`src/rtl/updata_pkg.sv`:
```
// Shared definitions for the station-upload link (transmitter and receiver).
// Latency: n/a (types, constants and a byte-packing helper only).
// Backpressure: n/a.
package updata_pkg;

  typedef enum logic [2:0] {
    ST_IDLE,
    ST_SYNC,
    ST_COUNT,
    ST_LOC,
    ST_WAIT_CMP
  } state_t;

  localparam logic [7:0] SYNC_BYTE = 8'h00;
  localparam logic [7:0] IDLE_BYTE = 8'h00;

  // Location byte layout: line number in the high nibble, station in the low nibble.
  localparam int LINE_HI = 7;
  localparam int LINE_LO = 4;
  localparam int STN_HI  = 3;
  localparam int STN_LO  = 0;

  function automatic logic [7:0] loc_byte(input logic [3:0] line, input logic [3:0] stn);
    logic [7:0] b;
    b = '0;
    b[LINE_HI:LINE_LO] = line;
    b[STN_HI:STN_LO]   = stn;
    return b;
  endfunction

endpackage

```
`src/rtl/updata_tx_if.sv`:
```
// Upload link bus between updata_tx (master) and the updata receiver (slave).
// Latency: n/a (wires only).
// Backpressure: none; the receiver reports completion through rx_cmp8.
// Signals: out_RDY8 frame-valid, DATA_out8 frame byte, rx_cmp8 receiver completion.
interface updata_tx_if;
  logic       out_RDY8;
  logic [7:0] DATA_out8;
  logic       rx_cmp8;

  modport master (output out_RDY8, output DATA_out8, input rx_cmp8);
  modport slave  (input out_RDY8, input DATA_out8, output rx_cmp8);
endinterface

```
`src/rtl/updata_tx_table.sv`:
```
// Station location table: MAX_STATIONS x 8 registers, gated write, async read.
// Latency: write visible the cycle after the write edge; read is combinational.
// Backpressure: writes with wr_allow low are dropped silently.
// Ports: clk/rst, we+wr_allow+waddr+wdata write side, raddr/rdata read side.
module updata_tx_table #(
  parameter int MAX_STATIONS = 16,
  parameter int AW           = 4
) (
  input  logic          clk,
  input  logic          rst,
  input  logic          we,
  input  logic          wr_allow,
  input  logic [AW-1:0] waddr,
  input  logic [7:0]    wdata,
  input  logic [AW-1:0] raddr,
  output logic [7:0]    rdata
);

  logic [7:0] mem_q [MAX_STATIONS];

  always_ff @(posedge clk or negedge rst) begin
    if (!rst) begin
      for (int i = 0; i < MAX_STATIONS; i++) mem_q[i] <= 8'h00;
    end else if (we && wr_allow) begin
      mem_q[waddr] <= wdata;
    end
  end

  assign rdata = mem_q[raddr];

endmodule

```
`src/rtl/updata_tx.sv`:
```
// Upload transmitter: streams sync, count and table bytes, then waits for rx_cmp8.
// Latency: sync byte after E+1 for start sampled at E; count E+2; location k at E+3+k.
// Backpressure: none on the bus; start is only sampled in IDLE, table writes only in IDLE.
// Ports: clk/rst, load_* table writes, num_stations/start, bus (master), busy/done/err status.
module updata_tx
  import updata_pkg::*;
#(
  parameter int MAX_STATIONS = 16,
  parameter int AW           = 4,
  parameter int TIMEOUT      = 32
) (
  input  logic          clk,
  input  logic          rst,
  input  logic          load_we,
  input  logic [AW-1:0] load_addr,
  input  logic [7:0]    load_data,
  input  logic [7:0]    num_stations,
  input  logic          start,
  updata_tx_if.master   bus,
  output logic          busy,
  output logic          done,
  output logic          err
);

  localparam int TW = $clog2(TIMEOUT + 1);

  state_t        state_q, state_d;
  logic [7:0]    cnt_q, cnt_d;
  logic [AW:0]   idx_q, idx_d;     // one extra bit so a full table does not wrap
  logic [TW-1:0] timer_q, timer_d;
  logic          rej_q, rej_d;     // reject pending: err goes out one cycle later
  logic          rdy_d, busy_d, done_d, err_d;
  logic [7:0]    dat_d;
  logic [7:0]    tbl_rd;
  logic          too_many, last_loc, timer_hit;

  updata_tx_table #(.MAX_STATIONS(MAX_STATIONS), .AW(AW)) u_table (
    .clk     (clk),
    .rst     (rst),
    .we      (load_we),
    .wr_allow(state_q == ST_IDLE),
    .waddr   (load_addr),
    .wdata   (load_data),
    .raddr   (idx_q[AW-1:0]),
    .rdata   (tbl_rd)
  );

  assign too_many  = {1'b0, num_stations} > 9'(MAX_STATIONS);
  assign last_loc  = ({1'b0, cnt_q} == (9'(idx_q) + 9'd1));
  assign timer_hit = (timer_q == TW'(TIMEOUT - 1));

  // Frame outputs are registered from the current state, so each byte lands
  // one cycle after the state that produces it.
  always_comb begin
    state_d = state_q;
    cnt_d   = cnt_q;
    idx_d   = idx_q;
    timer_d = timer_q;
    rej_d   = 1'b0;
    rdy_d   = 1'b0;
    dat_d   = IDLE_BYTE;
    busy_d  = 1'b0;
    done_d  = 1'b0;
    err_d   = rej_q;
    case (state_q)
      ST_IDLE: begin
        if (start && !rej_q) begin
          cnt_d = num_stations;
          if (too_many) rej_d = 1'b1;
          else          state_d = ST_SYNC;
        end
      end
      ST_SYNC: begin
        rdy_d   = 1'b1;
        dat_d   = SYNC_BYTE;
        busy_d  = 1'b1;
        state_d = ST_COUNT;
      end
      ST_COUNT: begin
        rdy_d   = 1'b1;
        dat_d   = cnt_q;
        busy_d  = 1'b1;
        idx_d   = '0;
        timer_d = '0;
        state_d = (cnt_q == 8'd0) ? ST_WAIT_CMP : ST_LOC;
      end
      ST_LOC: begin
        rdy_d   = 1'b1;
        dat_d   = tbl_rd;
        busy_d  = 1'b1;
        idx_d   = idx_q + (AW+1)'(1);
        timer_d = '0;
        if (last_loc) state_d = ST_WAIT_CMP;
      end
      ST_WAIT_CMP: begin
        // Completion beats a timeout landing in the same cycle.
        if (bus.rx_cmp8) begin
          done_d  = 1'b1;
          state_d = ST_IDLE;
        end else if (timer_hit) begin
          err_d   = 1'b1;
          state_d = ST_IDLE;
        end else begin
          busy_d  = 1'b1;
          timer_d = timer_q + TW'(1);
        end
      end
      default: state_d = ST_IDLE;
    endcase
  end

  always_ff @(posedge clk or negedge rst) begin
    if (!rst) begin
      state_q       <= ST_IDLE;
      cnt_q         <= '0;
      idx_q         <= '0;
      timer_q       <= '0;
      rej_q         <= 1'b0;
      bus.out_RDY8  <= 1'b0;
      bus.DATA_out8 <= IDLE_BYTE;
      busy          <= 1'b0;
      done          <= 1'b0;
      err           <= 1'b0;
    end else begin
      state_q       <= state_d;
      cnt_q         <= cnt_d;
      idx_q         <= idx_d;
      timer_q       <= timer_d;
      rej_q         <= rej_d;
      bus.out_RDY8  <= rdy_d;
      bus.DATA_out8 <= dat_d;
      busy          <= busy_d;
      done          <= done_d;
      err           <= err_d;
    end
  end

endmodule

```
`src/flat_wrapper.sv`:
```
// flat-port wrapper written by rule: the top's interface ports become plain ports
module updata_tx_flat import updata_pkg::*;
#(
  parameter int MAX_STATIONS = 16,
  parameter int AW           = 4,
  parameter int TIMEOUT      = 32
)
  (clk, rst, load_we, load_addr, load_data, num_stations, start, busy, done, err, bus_out_RDY8, bus_DATA_out8, bus_rx_cmp8);
  updata_tx_if bus_i ();
  input  logic clk;
  input  logic rst;
  input  logic load_we;
  input  logic [AW-1:0] load_addr;
  input  logic [7:0] load_data;
  input  logic [7:0] num_stations;
  input  logic start;
  output logic busy;
  output logic done;
  output logic err;
  output wire logic [$bits(bus_i.out_RDY8)-1:0] bus_out_RDY8;
  output wire logic [$bits(bus_i.DATA_out8)-1:0] bus_DATA_out8;
  input wire logic [$bits(bus_i.rx_cmp8)-1:0] bus_rx_cmp8;
  assign bus_out_RDY8 = bus_i.out_RDY8;
  assign bus_DATA_out8 = bus_i.DATA_out8;
  assign bus_i.rx_cmp8 = bus_rx_cmp8;
  updata_tx #(.MAX_STATIONS(MAX_STATIONS), .AW(AW), .TIMEOUT(TIMEOUT)) u_core (.clk(clk), .rst(rst), .load_we(load_we), .load_addr(load_addr), .load_data(load_data), .num_stations(num_stations), .start(start), .bus(bus_i), .busy(busy), .done(done), .err(err));
endmodule
```
`config.mk`:
```
export PLATFORM = sky130hd
export DESIGN_NAME = updata_tx_flat
export DESIGN_NICKNAME = d
export VERILOG_FILES = /design/src/rtl/updata_pkg.sv /design/src/rtl/updata_tx_if.sv /design/src/rtl/updata_tx_table.sv /design/src/rtl/updata_tx.sv /design/src/flat_wrapper.sv
export SDC_FILE = /design/constraint.sdc
export NUM_CORES = 1
export LEC_CHECK = 0
export CORE_UTILIZATION = 55
export CTS_BUF_LIST = sky130_fd_sc_hd__clkbuf_8
export CTS_CLUSTER_DIAMETER = 50
export DETAILED_ROUTE_END_ITERATION = 12
export PLACE_DENSITY = 0.71
export SYNTH_ARGS = -nofsm -noshare
export SYNTH_HDL_FRONTEND = slang
export SYNTH_SLANG_ARGS = --single-unit
```
`constraint.sdc`:
```
create_clock -name clk -period 3.98 [get_ports clk]
set_clock_uncertainty 0.05 [all_clocks]
set_input_delay 0.398 -clock clk [delete_from_list [all_inputs] [get_ports clk]]
set_output_delay 0.398 -clock clk [all_outputs]
set_load 0.03 [all_outputs]
```
# After elaboration in Yosys (flattened, before gate mapping)
# Cells that the tools add are included.
# op_classes
bitwise,2
n_mul,0
n_addsub,3
n_div,0
muxes,30
n_lt_le_gt_ge,4
shifts,0
n_reduce_logical,13
n_eq_ne,12
# ops
operator,n
bitwise mux 128 bit,1
binary-select mux 8 bit (select 4 bit),1
demux 8 bit (select 4 bit),1
2-to-1 mux 8 bit,3
2-to-1 mux 3 bit,6
one-hot mux 8 bit (2 select lines),1
one-hot mux 3 bit (5 select lines),1
2-to-1 mux 6 bit,2
one-hot mux 6 bit (2 select lines),1
2-to-1 mux 1 bit,11
>= comparator 5 bit (second input constant),2
inverter 4 -> 5 bit,2
one-hot mux 5 bit (2 select lines),1
equality test 8 x 9 -> 1 bit,1
> comparator 8 x 5 -> 1 bit (second input constant),1
zero test 8 bit,1
adder 5 x 1 -> 6 bit (second input constant),1
adder 6 x 1 -> 6 bit (second input constant),1
equality test 3 x 2 -> 1 bit (second input constant),2
equality test 6 x 5 -> 1 bit (second input constant),1
!= test 2 bit (second input constant),3
adder 5 x 1 -> 5 bit (second input constant),1
< comparator 5 x 1 -> 1 bit (second input constant),1
!= test 2 x 1 -> 1 bit (second input constant),2
13 further kinds,16
# word_totals
rom_bits,0
latch_bits,0
n_memories,0
output_inout_bits,12
register_bits,163
input_bits,25
mem_bits_rw,0

# Depth between registers and ports, before layout
# depth
depth_word,6
mapped_depth,8

# Hierarchy
# From an unflattened synthesis, not the netlist that was laid out.
# hier_totals
hier_cells,521
area_unflattened_um2,7490.9
# by_module_without_submodules
mod,area_each_um2,cells_each,seq_area_each_um2,instances
updata_tx_table,5815.6,364,3203.1,1
updata_tx,1675.4,157,875.8,1

# Worst setup path after synthesis
# OpenSTA, ideal clock, no wires.
# synth_timing
path_type,reg-to-reg
from,reg u_core.state_q[1]
to,reg u_core.u_table.mem_q[104] in the netlist's numbering
t_arrival_ns,2.260
period_less_slack_ns,2.435
path_stages_with_launch,8
setup_ns,0.125
required_ns,3.805
path_slack_ns,1.545
path_buffers,3
cell_sequence,dfrtp_1 -> buf_6 -> or4b_4 -> buf_6 -> or3_1 -> buf_6 -> nor3b_4 -> mux2_2
# synth_via
elab_chain_len,2
# synth_lines
element,line,source
start: declaration,updata_tx.sv:27,"state_t state_q, state_d;"
start signal: assignment,updata_tx.sv:125,state_q <= state_d;
zero test 3 bit,updata_tx.sv:41,".wr_allow(state_q == ST_IDLE),"
logical AND 1 bit,updata_tx_table.sv:24,end else if (we && wr_allow) begin
end signal: indexed assignment,updata_tx_table.sv:25,mem_q[waddr] <= wdata;
end: declaration,updata_tx_table.sv:19,logic [7:0] mem_q [MAX_STATIONS];
# No other way between the ends.
# A chain may end at the register's enable or synchronous reset.

# Worst setup path after layout
# layout_timing
from,reg u_core.idx_q[1]
to,reg u_core.state_q[1]
# layout_via
elab_chain_len,4
# layout_lines
element,line,source
start: declaration,updata_tx.sv:29,"logic [AW:0] idx_q, idx_d;"
start signal: assignment,updata_tx.sv:127,idx_q <= idx_d;
adder 5 x 1 -> 6 bit,updata_tx.sv:49,"assign last_loc = ({1'b0, cnt_q} == (9'(idx_q) + 9'd1));"
equality test 8 x 9 -> 1 bit,updata_tx.sv:49,
!= test 2 x 1 -> 1 bit (no line),--,
AND reduction 4 bit (no line),--,
# No other way between the ends.

==> metrics.md <==
| Metric | Value |
|---|---|
| Total GRT Usage | `0.256` |
| YS warnings | `0` |
| Total CTS buffers | `17` |
| Post-layout util | `0.631` |
| Post-synth EDFFs | `0` |
| Syn Inst Count | `~550` |
| CP Max Fanout | `40` |
| Final std cells w/o fill | `760` |
| Clock-pin slew on the worst setup and hold paths | `80 ps` |
| H-tree levels | `4` |
| Mapped Area | `7560 sq um` |
| Max VDD drop | `roughly 450 uV` |
| FF+latch count, synth | `163` |
| Tcrit/Tclk final | `0.705` |
| Prevailing post-synth register cell | `dfrtp_1` |
| Vias in the first global route | `between 4,000 and 5,000` |
| Syn nets | `572` |
| N_diodes | `0` |
| Max Fclk | `approximately 360 MHz` |
| Vias per inst | `~6.2` |
| Core Footprint | `between 10,000 and 15,000 sq um` |
| Slew Limit Fails | `0` |
| RR Startpoint | `u_core.idx_q[1]$_DFFE_PN0N_` |
| Lkg Pwr | `about 3.8 nW` |
| Hold Buf Count CTS | `0` |
| PD cells | `654 nW/um^2` |
| Setup violators final | `0` |
| Row count | `42` |
| Tmin final | `approximately 2800 ps` |
| FILL cells | `1,013` |
| Crit start category | `flop` |
| Post-route DRC violation count | `0` |
| CP Data Arrival Time | `between 3000 and 4000 ps` |
| Vias | `around 4,700` |
| Post-CTS setup buffer count | `0` |
| ANT nets after route | `0` |
| Clock Latency Late Sink | `460 ps` |
| Final HPWL DP | `11,000 um` |
| Cell count after placement | `roughly 730` |
| Critical path, cell by cell | `buf_4 > and3_1 > nand4_1 > a2111oi_0 > o22ai_1` |
| I/O Buffers | `36` |
| Setup ws final | `1170 ps` |
| Fin nets | `599` |
| Worst R2R End | `u_core.state_q[1]$_DFFE_PN0P_` |
| Post-Route Setup TNS | `0 ps` |
| Final Instance Area | `around 8400 sq um` |
| CTS Buffer Depth | `2` |
| CP delay by family, top | `compound AO/OA/AOI/OAI gates` |
| Sink Count | `between 150 and 200` |
| Syn Area/Cell | `13.9 sq um` |
| Initial antenna violation count | `0` |
| Initial Util | `0.566` |
| TritonCTS clock tree | `done` |
| Bufs and invs on worst path | `1` |
| RSZ-0062 raised after global routing | `no` |
| Relative max-transition margin | `0.390` |
| Max Cap Violations | `0` |
| Die Y | `around 120 um` |
| Clk root buf | `clkbuf_8` |
| Reg2reg path depth | `5` |
| Gpl congestion | `~0.80` |
| PostCTS Resize Cnt | `0` |
| Hold Path Class | `input pin to asynchronous set/reset pin` |
| Gr ovfl total | `0` |
| Pre-CTS setup slack | `~1100 ps` |
| Final WL | `16,600 um` |
| First-pass GRT wire length | `roughly 27,000 um` |
| FFs w/ async S/R, synth | `1.00` |
| Yosys top cell by area | `dfrtp_1` |
| Share of post-route cells with drive strength above 1 | `0.351` |
| Worst path max stage delay | `a little under 800 ps` |
| Crit-path slowest cell | `a2111oi_0` |
| Area growth syn-to-layout | `11.5%` |
| Largest net degree at the start of global routing | `a little over 100` |
| Post-DR wirelength/cell | `between 20 and 25 um` |
| Top cell type's share of synthesized area | `0.540` |
| Io pins | `37` |
| Total Die Area | `between 10,000 and 15,000 sq um` |
| CP Class | `flop to flop` |
| Status | `finished, final reports clean` |
| Post-place instance area | `8040 sq um` |
| Synth top area cells | `dfrtp_1, mux2_2, mux4_2` |
| DRT Pass-1 Iters | `5` |
| Initial DRC Count | `between 300 and 400` |
| Post-synthesis sequential area ratio | `0.540` |
| Crit path required time | `4230 ps` |
| Flop2flop setup slack | `about 1200 ps` |
| Hold Fails Final Rpt | `0` |
| Count of cell types in the netlist | `53` |
| Setup crit end kind | `flop` |
| Die W | `roughly 120 um` |
| Least-Margin Pin Slew | `a little over 900 ps` |
==> worst max-delay path by stage <==
stage               slack [ps]                     startpoint                               endpoint  cells after the start
global route              1020    u_core.idx_q[1]$_DFFE_PN0N_          u_core.state_q[1]$_DFFE_PN0P_                      5
CTS                       1200    u_core.idx_q[1]$_DFFE_PN0N_          u_core.state_q[1]$_DFFE_PN0P_                      5
floorplan                 1540  u_core.state_q[1]$_DFFE_PN0P_  u_core.u_table.mem_q[104]$_DFFE_PN0P_                      7
global placement          1140                        load_we  u_core.u_table.mem_q[106]$_DFFE_PN0P_                      5
finish                    1170    u_core.idx_q[1]$_DFFE_PN0N_          u_core.state_q[1]$_DFFE_PN0P_                      5
detailed placement        1100                        load_we  u_core.u_table.mem_q[107]$_DFFE_PN0P_                      5
==> layout by cell type (no fill, tap or decap), types with 3 or more instances in the layout <==
cell,synthesis,final
dfrtp_1,163,162
mux2_2,138,138
clkdlybuf4s50_1,0,35
mux2i_1,30,30
nand2_1,23,23
clkbuf_8,0,21
mux4_2,18,18
a22oi_1,14,14
o211ai_1,14,14
nand3_1,14,14
inv_1,6,11
o21ai_0,9,9
nor3_1,7,7
nor2_1,6,6
nor2b_1,6,6
a21oi_1,6,6
buf_4,1,5
and3_1,4,4
xnor2_1,4,4
or4_1,4,4
xor2_1,4,4
a31o_2,3,3
nand2_2,3,3
or3_1,3,3
clkinv_2,0,3
==> registers in the layout, summed over array words and instances (netlist names) <==
signal / count
u_core.cnt_q: 8
u_core.idx_q: 5
u_core.rej_q: 1
u_core.u_table.mem_q: 128
u_core.busy: 1
u_core.state_q: 3
u_core.timer_q: 6
u_core.err: 1
u_core.bus.DATA_out8: 8
u_core.done: 1
u_core.bus.out_RDY8: 1
==> kinds of logic (layout without fill, tap and decap cells) <==
kind of cell    Yosys count  count (layout)  synth area share
xor+xnor                  9               9            0.0124
simple gates             87              87            0.0679
compound gates           58              58            0.0541
fa+ha+maj                 2               2           0.00331
flops                   163             163             0.540
buf+inv                  40              79            0.0235
mux                     186             186             0.299
==> routing by layer <==
| layer | GRT usage | up-vias | share of wire |
|---|---|---|---|
| met1 | 0.347 | 2434 | 0.43 |
| met3 | 0.0670 | 28 | 0.055 |
| li1 | - | 2075 | - |
| met4 | 0.0847 | 0 | 0.021 |
| met5 | 0 | - | 0 |
| met2 | 0.404 | 145 | 0.49 |
==> where the power goes <==
| part | switching [mW] | total, mW | internal [mW] |
|---|---|---|---|
| logic | 0.840 | 1.77 | 0.928 |
| clock network | 0.567 | 1.17 | 0.606 |
| registers | 0.353 | 2.57 | 2.22 |
==> stage by stage <==
| stage | hold slack (ps) | total power, mW |
|---|---|---|
| after detailed placement | 437 | 4.37 |
| after global routing | 70.5 | 5.81 |
| after floorplan | 52.4 | 3.83 |
| final | 0.947 | 5.51 |
| after global placement | 432 | 4.29 |
| after CTS | 32.8 | 5.53 |
==> cells in the mapped netlist, types with 3 or more instances <==
cell	number
a21oi_1	6
a22oi_1	14
a31o_2	3
and3_1	4
buf_1	8
buf_6	3
clkbuf_1	21
dfrtp_1	163
inv_1	6
mux2_2	138
mux2i_1	30
mux4_2	18
nand2_1	23
nand2_2	3
nand3_1	14
nor2_1	6
nor2b_1	6
nor3_1	7
o211ai_1	14
o21ai_0	9
or3_1	3
or4_1	4
xnor2_1	4
xor2_1	4
==> cell type report <==
cell class	count	area, sq um	share of cell area
clock buffers	21	289	0.0343
well taps	176	220	0.0261
flip-flops and latches	163	4080	0.484
multi-input cells	342	3300	0.392
repair buffers	42	419	0.0497
inverters	6	22.5	0.00267
clock inverters	10	93.8	0.0111
Note: power is estimated with default switching activity, not from simulation.
